### src/rtl/stp_pkg.sv
// Shared types and constants for the stopwatch timebase.
package stp_pkg;

    typedef enum logic [1:0] {
        ST_IDLE  = 2'd0,
        ST_RUN   = 2'd1,
        ST_PAUSE = 2'd2
    } state_t;

    localparam int SEC_MAX = 59;
    localparam int MIN_MAX = 59;
    localparam int SEC_W   = 6;
    localparam int MIN_W   = 6;

    // Width of a counter spanning 0..n-1, never narrower than one bit.
    function automatic int cnt_width(input int n);
        return (n > 1) ? $clog2(n) : 1;
    endfunction

endpackage

### src/rtl/stp_mod_counter.sv
// Modulo-MOD counter link of the timebase chain; carry fires on the wrapping increment.
module stp_mod_counter #(
    parameter int MOD = 60,
    parameter int W   = 6
) (
    input  logic         CLK,
    input  logic         rst_n,
    input  logic         clr,
    input  logic         inc,
    input  logic         hold,
    output logic [W-1:0] cnt,
    output logic         carry
);

    localparam logic [W-1:0] LAST = W'(MOD - 1);

    logic [W-1:0] cnt_q;
    logic [W-1:0] cnt_d;

    assign carry = inc & (cnt_q == LAST);
    assign cnt   = cnt_q;

    // hold freezes the whole chain when the maximum time is reached.
    always_comb begin
        cnt_d = cnt_q;
        if (clr) begin
            cnt_d = '0;
        end else if (inc && !hold) begin
            cnt_d = (cnt_q == LAST) ? '0 : cnt_q + W'(1);
        end
    end

    always_ff @(posedge CLK or negedge rst_n) begin
        if (!rst_n) begin
            cnt_q <= '0;
        end else begin
            cnt_q <= cnt_d;
        end
    end

endmodule

### src/rtl/stp_timebase_chain.sv
// Stopwatch timebase: prescaler, sub/sec/min/hour chain and run/pause FSM.
// Optional lap capture registers are built when STP_LAP_CAPTURE_EN is defined.
module stp_timebase_chain
    import stp_pkg::*;
#(
    parameter int  CLK_HZ   = 1000,
    parameter int  SUB_HZ   = 100,
    parameter int  HOUR_MAX = 100,
    localparam int SUB_W    = cnt_width(SUB_HZ),
    localparam int HR_W     = cnt_width(HOUR_MAX)
) (
    input  logic             CLK,
    input  logic             rst_n,
    input  logic             start_stop,
    input  logic             clear,
    input  logic             lap,
    output logic             running,
    output logic [SUB_W-1:0] sub,
    output logic [5:0]       sec,
    output logic [5:0]       min,
    output logic [HR_W-1:0]  hour,
    output logic             sec_tick,
    output logic             min_tick,
    output logic             ovf,
    output logic             lap_valid,
    output logic [SUB_W-1:0] lap_sub,
    output logic [5:0]       lap_sec,
    output logic [5:0]       lap_min,
    output logic [HR_W-1:0]  lap_hour
);

    localparam int DIV = CLK_HZ / SUB_HZ;
    localparam int PW  = cnt_width(DIV);
    localparam logic [PW-1:0] PRESC_LAST = PW'(DIV - 1);

    state_t        state_q, state_d;
    logic [PW-1:0] presc_q, presc_d;
    logic          ovf_q, ovf_d;

    logic sub_tick;
    logic hr_tick;
    logic max_hit;

    assign sub_tick = (state_q == ST_RUN) && (presc_q == PRESC_LAST);
    assign running  = (state_q == ST_RUN);
    assign ovf      = ovf_q;

    always_comb begin
        presc_d = presc_q;
        if (clear) begin
            presc_d = '0;
        end else if (state_q == ST_RUN) begin
            presc_d = (presc_q == PRESC_LAST) ? '0 : presc_q + PW'(1);
        end
    end

    // Reaching the maximum beats start_stop: the run is stopped regardless.
    always_comb begin
        state_d = state_q;
        ovf_d   = ovf_q;
        if (clear) begin
            state_d = ST_IDLE;
            ovf_d   = 1'b0;
        end else if (max_hit) begin
            state_d = ST_PAUSE;
            ovf_d   = 1'b1;
        end else if (start_stop) begin
            case (state_q)
                ST_IDLE:  state_d = ST_RUN;
                ST_RUN:   state_d = ST_PAUSE;
                ST_PAUSE: state_d = ovf_q ? ST_PAUSE : ST_RUN;
                default:  state_d = ST_IDLE;
            endcase
        end
    end

    always_ff @(posedge CLK or negedge rst_n) begin
        if (!rst_n) begin
            state_q <= ST_IDLE;
            presc_q <= '0;
            ovf_q   <= 1'b0;
        end else begin
            state_q <= state_d;
            presc_q <= presc_d;
            ovf_q   <= ovf_d;
        end
    end

    stp_mod_counter #(.MOD(SUB_HZ), .W(SUB_W)) u_sub (
        .CLK(CLK), .rst_n(rst_n), .clr(clear), .inc(sub_tick), .hold(max_hit),
        .cnt(sub), .carry(sec_tick)
    );

    stp_mod_counter #(.MOD(SEC_MAX + 1), .W(SEC_W)) u_sec (
        .CLK(CLK), .rst_n(rst_n), .clr(clear), .inc(sec_tick), .hold(max_hit),
        .cnt(sec), .carry(min_tick)
    );

    stp_mod_counter #(.MOD(MIN_MAX + 1), .W(MIN_W)) u_min (
        .CLK(CLK), .rst_n(rst_n), .clr(clear), .inc(min_tick), .hold(max_hit),
        .cnt(min), .carry(hr_tick)
    );

    // The hour carry is the wrap past HOUR_MAX-1:59:59, i.e. the maximum time.
    stp_mod_counter #(.MOD(HOUR_MAX), .W(HR_W)) u_hour (
        .CLK(CLK), .rst_n(rst_n), .clr(clear), .inc(hr_tick), .hold(max_hit),
        .cnt(hour), .carry(max_hit)
    );

`ifdef STP_LAP_CAPTURE_EN
    logic             lap_valid_q, lap_valid_d;
    logic [SUB_W-1:0] lap_sub_q, lap_sub_d;
    logic [5:0]       lap_sec_q, lap_sec_d;
    logic [5:0]       lap_min_q, lap_min_d;
    logic [HR_W-1:0]  lap_hour_q, lap_hour_d;

    // Capture reads the counter outputs, so a same-cycle update is not seen.
    always_comb begin
        lap_valid_d = lap_valid_q;
        lap_sub_d   = lap_sub_q;
        lap_sec_d   = lap_sec_q;
        lap_min_d   = lap_min_q;
        lap_hour_d  = lap_hour_q;
        if (clear) begin
            lap_valid_d = 1'b0;
        end else if (lap && (state_q != ST_IDLE)) begin
            lap_valid_d = 1'b1;
            lap_sub_d   = sub;
            lap_sec_d   = sec;
            lap_min_d   = min;
            lap_hour_d  = hour;
        end
    end

    always_ff @(posedge CLK or negedge rst_n) begin
        if (!rst_n) begin
            lap_valid_q <= 1'b0;
            lap_sub_q   <= '0;
            lap_sec_q   <= '0;
            lap_min_q   <= '0;
            lap_hour_q  <= '0;
        end else begin
            lap_valid_q <= lap_valid_d;
            lap_sub_q   <= lap_sub_d;
            lap_sec_q   <= lap_sec_d;
            lap_min_q   <= lap_min_d;
            lap_hour_q  <= lap_hour_d;
        end
    end

    assign lap_valid = lap_valid_q;
    assign lap_sub   = lap_sub_q;
    assign lap_sec   = lap_sec_q;
    assign lap_min   = lap_min_q;
    assign lap_hour  = lap_hour_q;
`else
    logic unused_lap;
    assign unused_lap = lap;

    assign lap_valid = 1'b0;
    assign lap_sub   = '0;
    assign lap_sec   = '0;
    assign lap_min   = '0;
    assign lap_hour  = '0;
`endif

endmodule
### config.mk
export PLATFORM = sky130hd
export DESIGN_NAME = stp_timebase_chain
export DESIGN_NICKNAME = d
export VERILOG_FILES = /design/src/rtl/stp_pkg.sv /design/src/rtl/stp_mod_counter.sv /design/src/rtl/stp_timebase_chain.sv
export SDC_FILE = /design/constraint.sdc
export NUM_CORES = 1
export LEC_CHECK = 0
export BUFFER_PORTS_ARGS = -buffer_cell sky130_fd_sc_hd__buf_2
export CAP_MARGIN = 30
export CELL_PAD_IN_SITES_DETAIL_PLACEMENT = 1
export CELL_PAD_IN_SITES_GLOBAL_PLACEMENT = 1
export CORE_ASPECT_RATIO = 0.8
export CORE_MARGIN = 2
export CORE_UTILIZATION = 35
export CTS_BUF_LIST = sky130_fd_sc_hd__clkbuf_2
export DETAILED_ROUTE_END_ITERATION = 16
export PLACE_DENSITY = 0.86
export SYNTH_ARGS = -nofsm -noshare
export SYNTH_HDL_FRONTEND = slang
export SYNTH_SLANG_ARGS = --single-unit
### constraint.sdc
create_clock -name CLK -period 1.72 [get_ports CLK]
set_input_delay 0.172 -clock CLK [delete_from_list [all_inputs] [get_ports CLK]]
set_output_delay 0.172 -clock CLK [all_outputs]
set_load 0.01 [all_outputs]
==> Yosys cells after proc, flatten, opt, wreduce, memory -nomap -nowiden <==
Cells that the tools add are included.
{ "classes": {"addsub": 5, "n_eq_ne": 7, "mux": 22, "bitwise": 4, "reduce_logical": 14} }
{ "op_table": {"columns": ["cell", "n"], "rows": [
  ["2-to-1 mux 7 bit", 6],
  ["2-to-1 mux 6 bit", 6],
  ["adder 7 x 1 -> 7 bit, second input constant", 2],
  ["equality test 7 bit, second input constant", 2],
  ["adder 6 x 1 -> 6 bit, second input constant", 2],
  ["equality test 6 bit, second input constant", 2],
  ["2-to-1 mux 4 bit", 3],
  ["nonzero test 2 bit", 6],
  ["2-to-1 mux 2 bit", 4],
  ["one-hot mux 2 bit (3 select lines)", 1],
  ["logical AND 1 bit", 5],
  ["adder 4 x 1 -> 4 bit, second input constant", 1],
  ["AND 1 bit", 4],
  ["equality test 4 bit, second input constant", 1],
  ["nonzero test 3 bit", 1],
  ["equality test 2 x 1 -> 1 bit, second input constant", 1],
  ["equality test 2 bit, second input constant", 1],
  ["logical NOT 2 bit", 1],
  ["2-to-1 mux 1 bit", 2],
  ["logical NOT 1 bit", 1]
]} }
{ "word_totals": {"ff_bits": 33, "word_cells": 59} }

==> Depth between registers and ports, before layout <==
{ "logic_depth": {"ltp_word": 10, "depth_mapped": 9, "mapped_depth_nobuf": 8} }

==> Hierarchy <==
From an unflattened synthesis, not the netlist that was laid out.
{ "unflattened": {"cells_unflattened": 226, "area_unflattened_um2": 2059.5} }
{ "by_module_without_submodules": {"columns": ["mod", "instances", "cells_per_inst", "area_each_um2"], "rows": [
  ["stp_mod_counter (u_hour ...)", 2, 40, 392.9],
  ["stp_timebase_chain", 1, 70, 589.3],
  ["stp_mod_counter (u_min)", 1, 37, 345.3],
  ["stp_mod_counter (u_sec)", 1, 39, 339.1]
]} }

==> Worst setup path before layout <==
Ideal clock, no wire load.
{ "synth_path": {"path_type": "reg-to-reg", "startpoint": "register presc_q[1]", "endpoint": "register u_hour.cnt_q[3], in the netlist u_hour.cnt[3]", "setup_time_ns": 0.078, "t_arrival_ns": 1.777, "required_time_ns": 1.642, "path_slack_ns": -0.135, "path_stages_with_launch": 10, "path_buffers": 1, "period_less_slack_ns": 1.855, "path_cell_list": "dfrtp_1 -> inv_1 -> ha_1 -> and3b_1 -> buf_2 -> nand4_4 -> inv_6 -> nand4_4 -> or3_1 -> a21oi_1"} }
{ "synth_via": {"elab_chain_len": 9} }
{ "synth_rtl": {"columns": ["element", "line", "rtl"], "rows": [
  ["start: declaration", "stp_timebase_chain.sv:37", "logic [PW-1:0] presc_q, presc_d;"],
  ["start signal: assignment", "stp_timebase_chain.sv:84", "presc_q <= presc_d;"],
  ["equality test 4 bit (*)", "stp_timebase_chain.sv:44", "assign sub_tick = (state_q == ST_RUN) && (presc_q == PRESC_LAST);"],
  ["logical AND 1 bit (*)", "stp_timebase_chain.sv:44", null],
  ["AND 1 bit (*)", "stp_mod_counter.sv:20", "assign carry = inc & (cnt_q == LAST);"],
  ["net sec_tick", "stp_timebase_chain.sv:22", "output logic sec_tick,"],
  ["AND 1 bit (*) (2 in a row)", "stp_mod_counter.sv:20", null],
  ["AND 1 bit", "stp_mod_counter.sv:20", null],
  ["logical NOT 1 bit", "stp_mod_counter.sv:28", "end else if (inc && !hold) begin"],
  ["logical AND 1 bit (*)", "stp_mod_counter.sv:28", null],
  ["nonzero test 2 bit (no line) (*)", null, null],
  ["end signal: assignment", "stp_mod_counter.sv:37", "cnt_q <= cnt_d;"],
  ["end: declaration", "stp_mod_counter.sv:17", "logic [W-1:0] cnt_q;"]
]} }
Mark *: on every way through the listed nets, which the timed path passes. The rest lies on a longest branch.
A chain may end at the register's enable or synchronous reset.

==> Final worst setup path <==
{ "layout_path": {"startpoint": "register u_sec.cnt_q[0], in the netlist u_sec.cnt[0]", "endpoint": "output min_tick"} }
{ "layout_via": {"elab_chain_len": 2} }
{ "layout_rtl": {"columns": ["element", "line", "rtl"], "rows": [
  ["start: declaration", "stp_mod_counter.sv:17", null],
  ["start signal: assignment", "stp_mod_counter.sv:37", null],
  ["equality test 6 bit", "stp_mod_counter.sv:20", null],
  ["AND 1 bit", "stp_mod_counter.sv:20", null],
  ["end: declaration", "stp_timebase_chain.sv:23", "output logic min_tick,"]
]} }
Every way passes these cells.

==> impl_metrics.py <==
metrics = {
    "run_status": {
        "status": "complete, but fails checks",
        "violations": "setup timing",
    },
    "die": {
        "core_um2": 5912,
        "rows": 25,
        "start_util": 0.3611,
        "die_w_um": 91.31,
        "die_y_um": 73.85,
        "die_area_um2": 6743,
        "ios": 62,
    },
    "synth": {
        "synth.avg_cell_area_um2": 9.281,
        "yosys_warnings": 0,
        "synth_edf_count": 0,
        "syn_area_um2": 2135,
        "synth_flop_cell": "dfrtp_1",
        "synth_cell_types": 49,
        "ys_ff_latch": 33,
        "ys_seq_area_frac": 0.3869,
        "synth-async-reset-ratio": 1.000,
        "syn_inst": 230,
    },
    "setup_path": {
        "cp_max_fo": 4,
        "crit_required_ps": 1550,
        "arrival_ps": 1830,
        "cp-start-kind": "register",
        "crit_type": "reg -> out",
        "endpoint_kind": "output pin",
    },
    "placed_design": {
        "dp_hpwl_mm": 4.168,
        "finalWeightedCongestion": 0.7461,
        "portBuffers": 33,
    },
    "layout": {
        "fillers": 692,
        "fin_nets": 335,
        "drive_gt1_frac": 0.4462,
        "register_area_um2": 829.5,
        "final_cell_mix": "buf_4 (51), buf_2 (31), dfrtp_1 (30), conb_1 (27), nor2_1 (16)",
        "final_common_cell": "buf_4",
        "area_growth_pct": 41.09,
        "multi_input_comb_area_um2": 1329,
        "diodes": 0,
    },
    "drt": {
        "via_per_inst": 4.978,
        "drtPass1Iterations": 4,
        "wl_per_cell_um": 16.31,
        "postRouteAntennaNets": 0,
        "vias": 2021,
        "drtIter0Drc": 123,
        "drc": 0,
        "wirelength_mm": 6.623,
    },
    "grt": {
        "grt.total_usage": 0.1917,
        "grt_pass1_vias": 2109,
        "grt_pass1_wl_mm": 10.14,
        "grt_max_degree": 34,
        "grt_overflow": 0,
        "antenna_found_initial": 0,
    },
    "clocking": {
        "clk_latency_ps": 400,
        "cts-root-buf": "clkbuf_2",
        "cts.htree.levels": 2,
        "cts.path.max_buffers": 2,
        "cts_tree": "yes",
        "cts.sinks": 33,
        "numCtsBuffers": 5,
        "clk_pin_slew_worst_paths_ps": 210,
    },
    "sta": {
        "grt_setup_unrepaired": "true",
        "final.setup_skew_ps": 34.67,
        "min_period_over_period": 1.166,
        "holdWs_ps": 113.9,
        "setup_viol": 31,
        "setup_slack_ps": -286.2,
        "fmax_mhz": 498.4,
        "slew_violations": 0,
        "period_minus_slack_ps": 2006,
        "hold_viol": 0,
    },
    "job": {
        "drv_cap": 0,
    },
    "power": {
        "power_frac_clock": 0.292,
        "leakage_nw": 1.534,
        "comb_power_share": 0.114,
        "ir_worst_vdd_uv": 185.8,
        "total_power_w": 0.001340,
        "p_sw_frac": 0.2959,
        "powerDensity_nw_per_um2": 444.9,
        "power_frac_seq": 0.594,
        "power.internal_w": 0.0009435,
        "switching_power_w": 0.0003965,
    },
    "worst_hold_path": {
        "min_path_type": "in -> reg",
    },
}
-- per-layer routing --
| layer | vias up | global-route usage | part of all wire |
|---|---|---|---|
| met3 | 11 | 0.04615 | 0.045 |
| met1 | 1021 | 0.2376 | 0.43 |
| met2 | 50 | 0.3350 | 0.52 |
| met4 | 0 | 0.05892 | 0.010 |
| li1 | 939 | - | - |
| met5 | - | 0 | 0 |
-- stage by stage --
stage / setup TNS, ps / cell area [µm²] / std cells / setup WS (ps) / util
3_3_place_gp: -163.7 / 2656 / 383 / -36.78 / 0.4493
2_1_floorplan: -393.0 / 2282 / 256 / -55.41 / -
4_1_cts: -2594 / 2863 / 399 / -251.2 / 0.4842
3_5_place_dp: -902.6 / 2656 / 383 / -98.71 / 0.4493
5_1_grt: -8539 / 3012 / 406 / -393.8 / 0.5094
6_report: -5665 / 3012 / 406 / -286.2 / 0.5094
-- path summary, 6_finish.rpt --
check                                         start                   endpoint  slack [ps]  depth (start not counted)
max in group asynchronous                     rst_n   u_sub.cnt[2]$_DFFE_PN0P_        1040                          3
min in group asynchronous                     rst_n     presc_q[2]$_DFFE_PN0P_         300                          3
max reg2reg                  presc_q[1]$_DFFE_PN0P_  u_hour.cnt[3]$_DFFE_PN0P_        -280                          9
max                        u_sec.cnt[0]$_DFFE_PN0P_                   min_tick        -290                          6
min                                           clear     presc_q[3]$_DFFE_PN0P_         110                          2
min reg2reg                         ovf$_DFFE_PN0P_            ovf$_DFFE_PN0P_         570                          2
-- Yosys cell counts, drive strengths merged (2+ instances only) --
library cell	n	area share
a211o	2	0.0082
a21oi	13	0.032
dfrtp	33	0.39
nor3	7	0.024
and3	2	0.0059
nor2	17	0.030
nand2b	11	0.032
and2	5	0.016
nand3	11	0.026
a31oi	2	0.0059
o21bai	2	0.0070
o21ai	16	0.038
a211oi	3	0.011
o22ai	3	0.0088
nor2b	3	0.0088
nor3b	3	0.011
clkbuf	3	0.0053
nand2	11	0.019
nand4	5	0.029
buf	30	0.10
xor2	3	0.012
inv	8	0.016
mux2i	6	0.028
or3	5	0.015
xnor2	4	0.016
o2bb2ai	2	0.0082
ha	6	0.035
-- registers in the layout, indices dropped and copies added, names as in the netlist --
signal      cells
u_hour.cnt      7
u_sub.cnt       7
u_min.cnt       6
u_sec.cnt       6
presc_q         4
state_q         2
ovf             1
-- cell type report --
type / count / share of cell area
clock buffer: 7 / 0.01163
clock inverter: 1 / 0.001246
inverter: 8 / 0.01163
multi-input combinational: 183 / 0.4412
sequential: 33 / 0.2754
tap: 81 / 0.03365
timing repair buffer: 93 / 0.2252
-- power groups by stage --
stage | combinational, W | clock, W | sequential (W)
after detailed placement | 0.000139 | 0 | 0.000808
final | 0.000153 | 0.000392 | 0.000795
after floorplan | 0.000116 | 0 | 0.000812
after global placement | 0.000134 | 0 | 0.000806
after CTS | 0.000143 | 0.000396 | 0.000794
after global routing | 0.000169 | 0.000446 | 0.000798
-- critical path, cell delays in order, from the launching register on --
cell	delay, ps
dfrtp_1	420
ha_2	220
nand2_2	60
or3_4	430
buf_6	140
nor2_4	90
buf_6	100
-- what timing repair did --
action,4_1_cts,5_1_grt
pin swaps,9,17
endpoints found under the hold margin,33,0
hold buffers,1,0
gates resized for setup,24,23
endpoints found under the setup margin,28,31
cloned,1,0
buffers inserted,6,7
-- cell families after synthesis --
logic type | count (synthesis) | share of synthesized area
and+or+nand+nor | 88 | 0.2521
AOI/OAI and AO/OA | 48 | 0.1436
buffers and inverters | 41 | 0.1237
DFF | 33 | 0.3869
xor gates and xnor gates | 7 | 0.02872
adders and majority gates | 6 | 0.03517
muxes | 6 | 0.02814
other | 1 | 0.001757
Power figures use the tool's default switching activity.
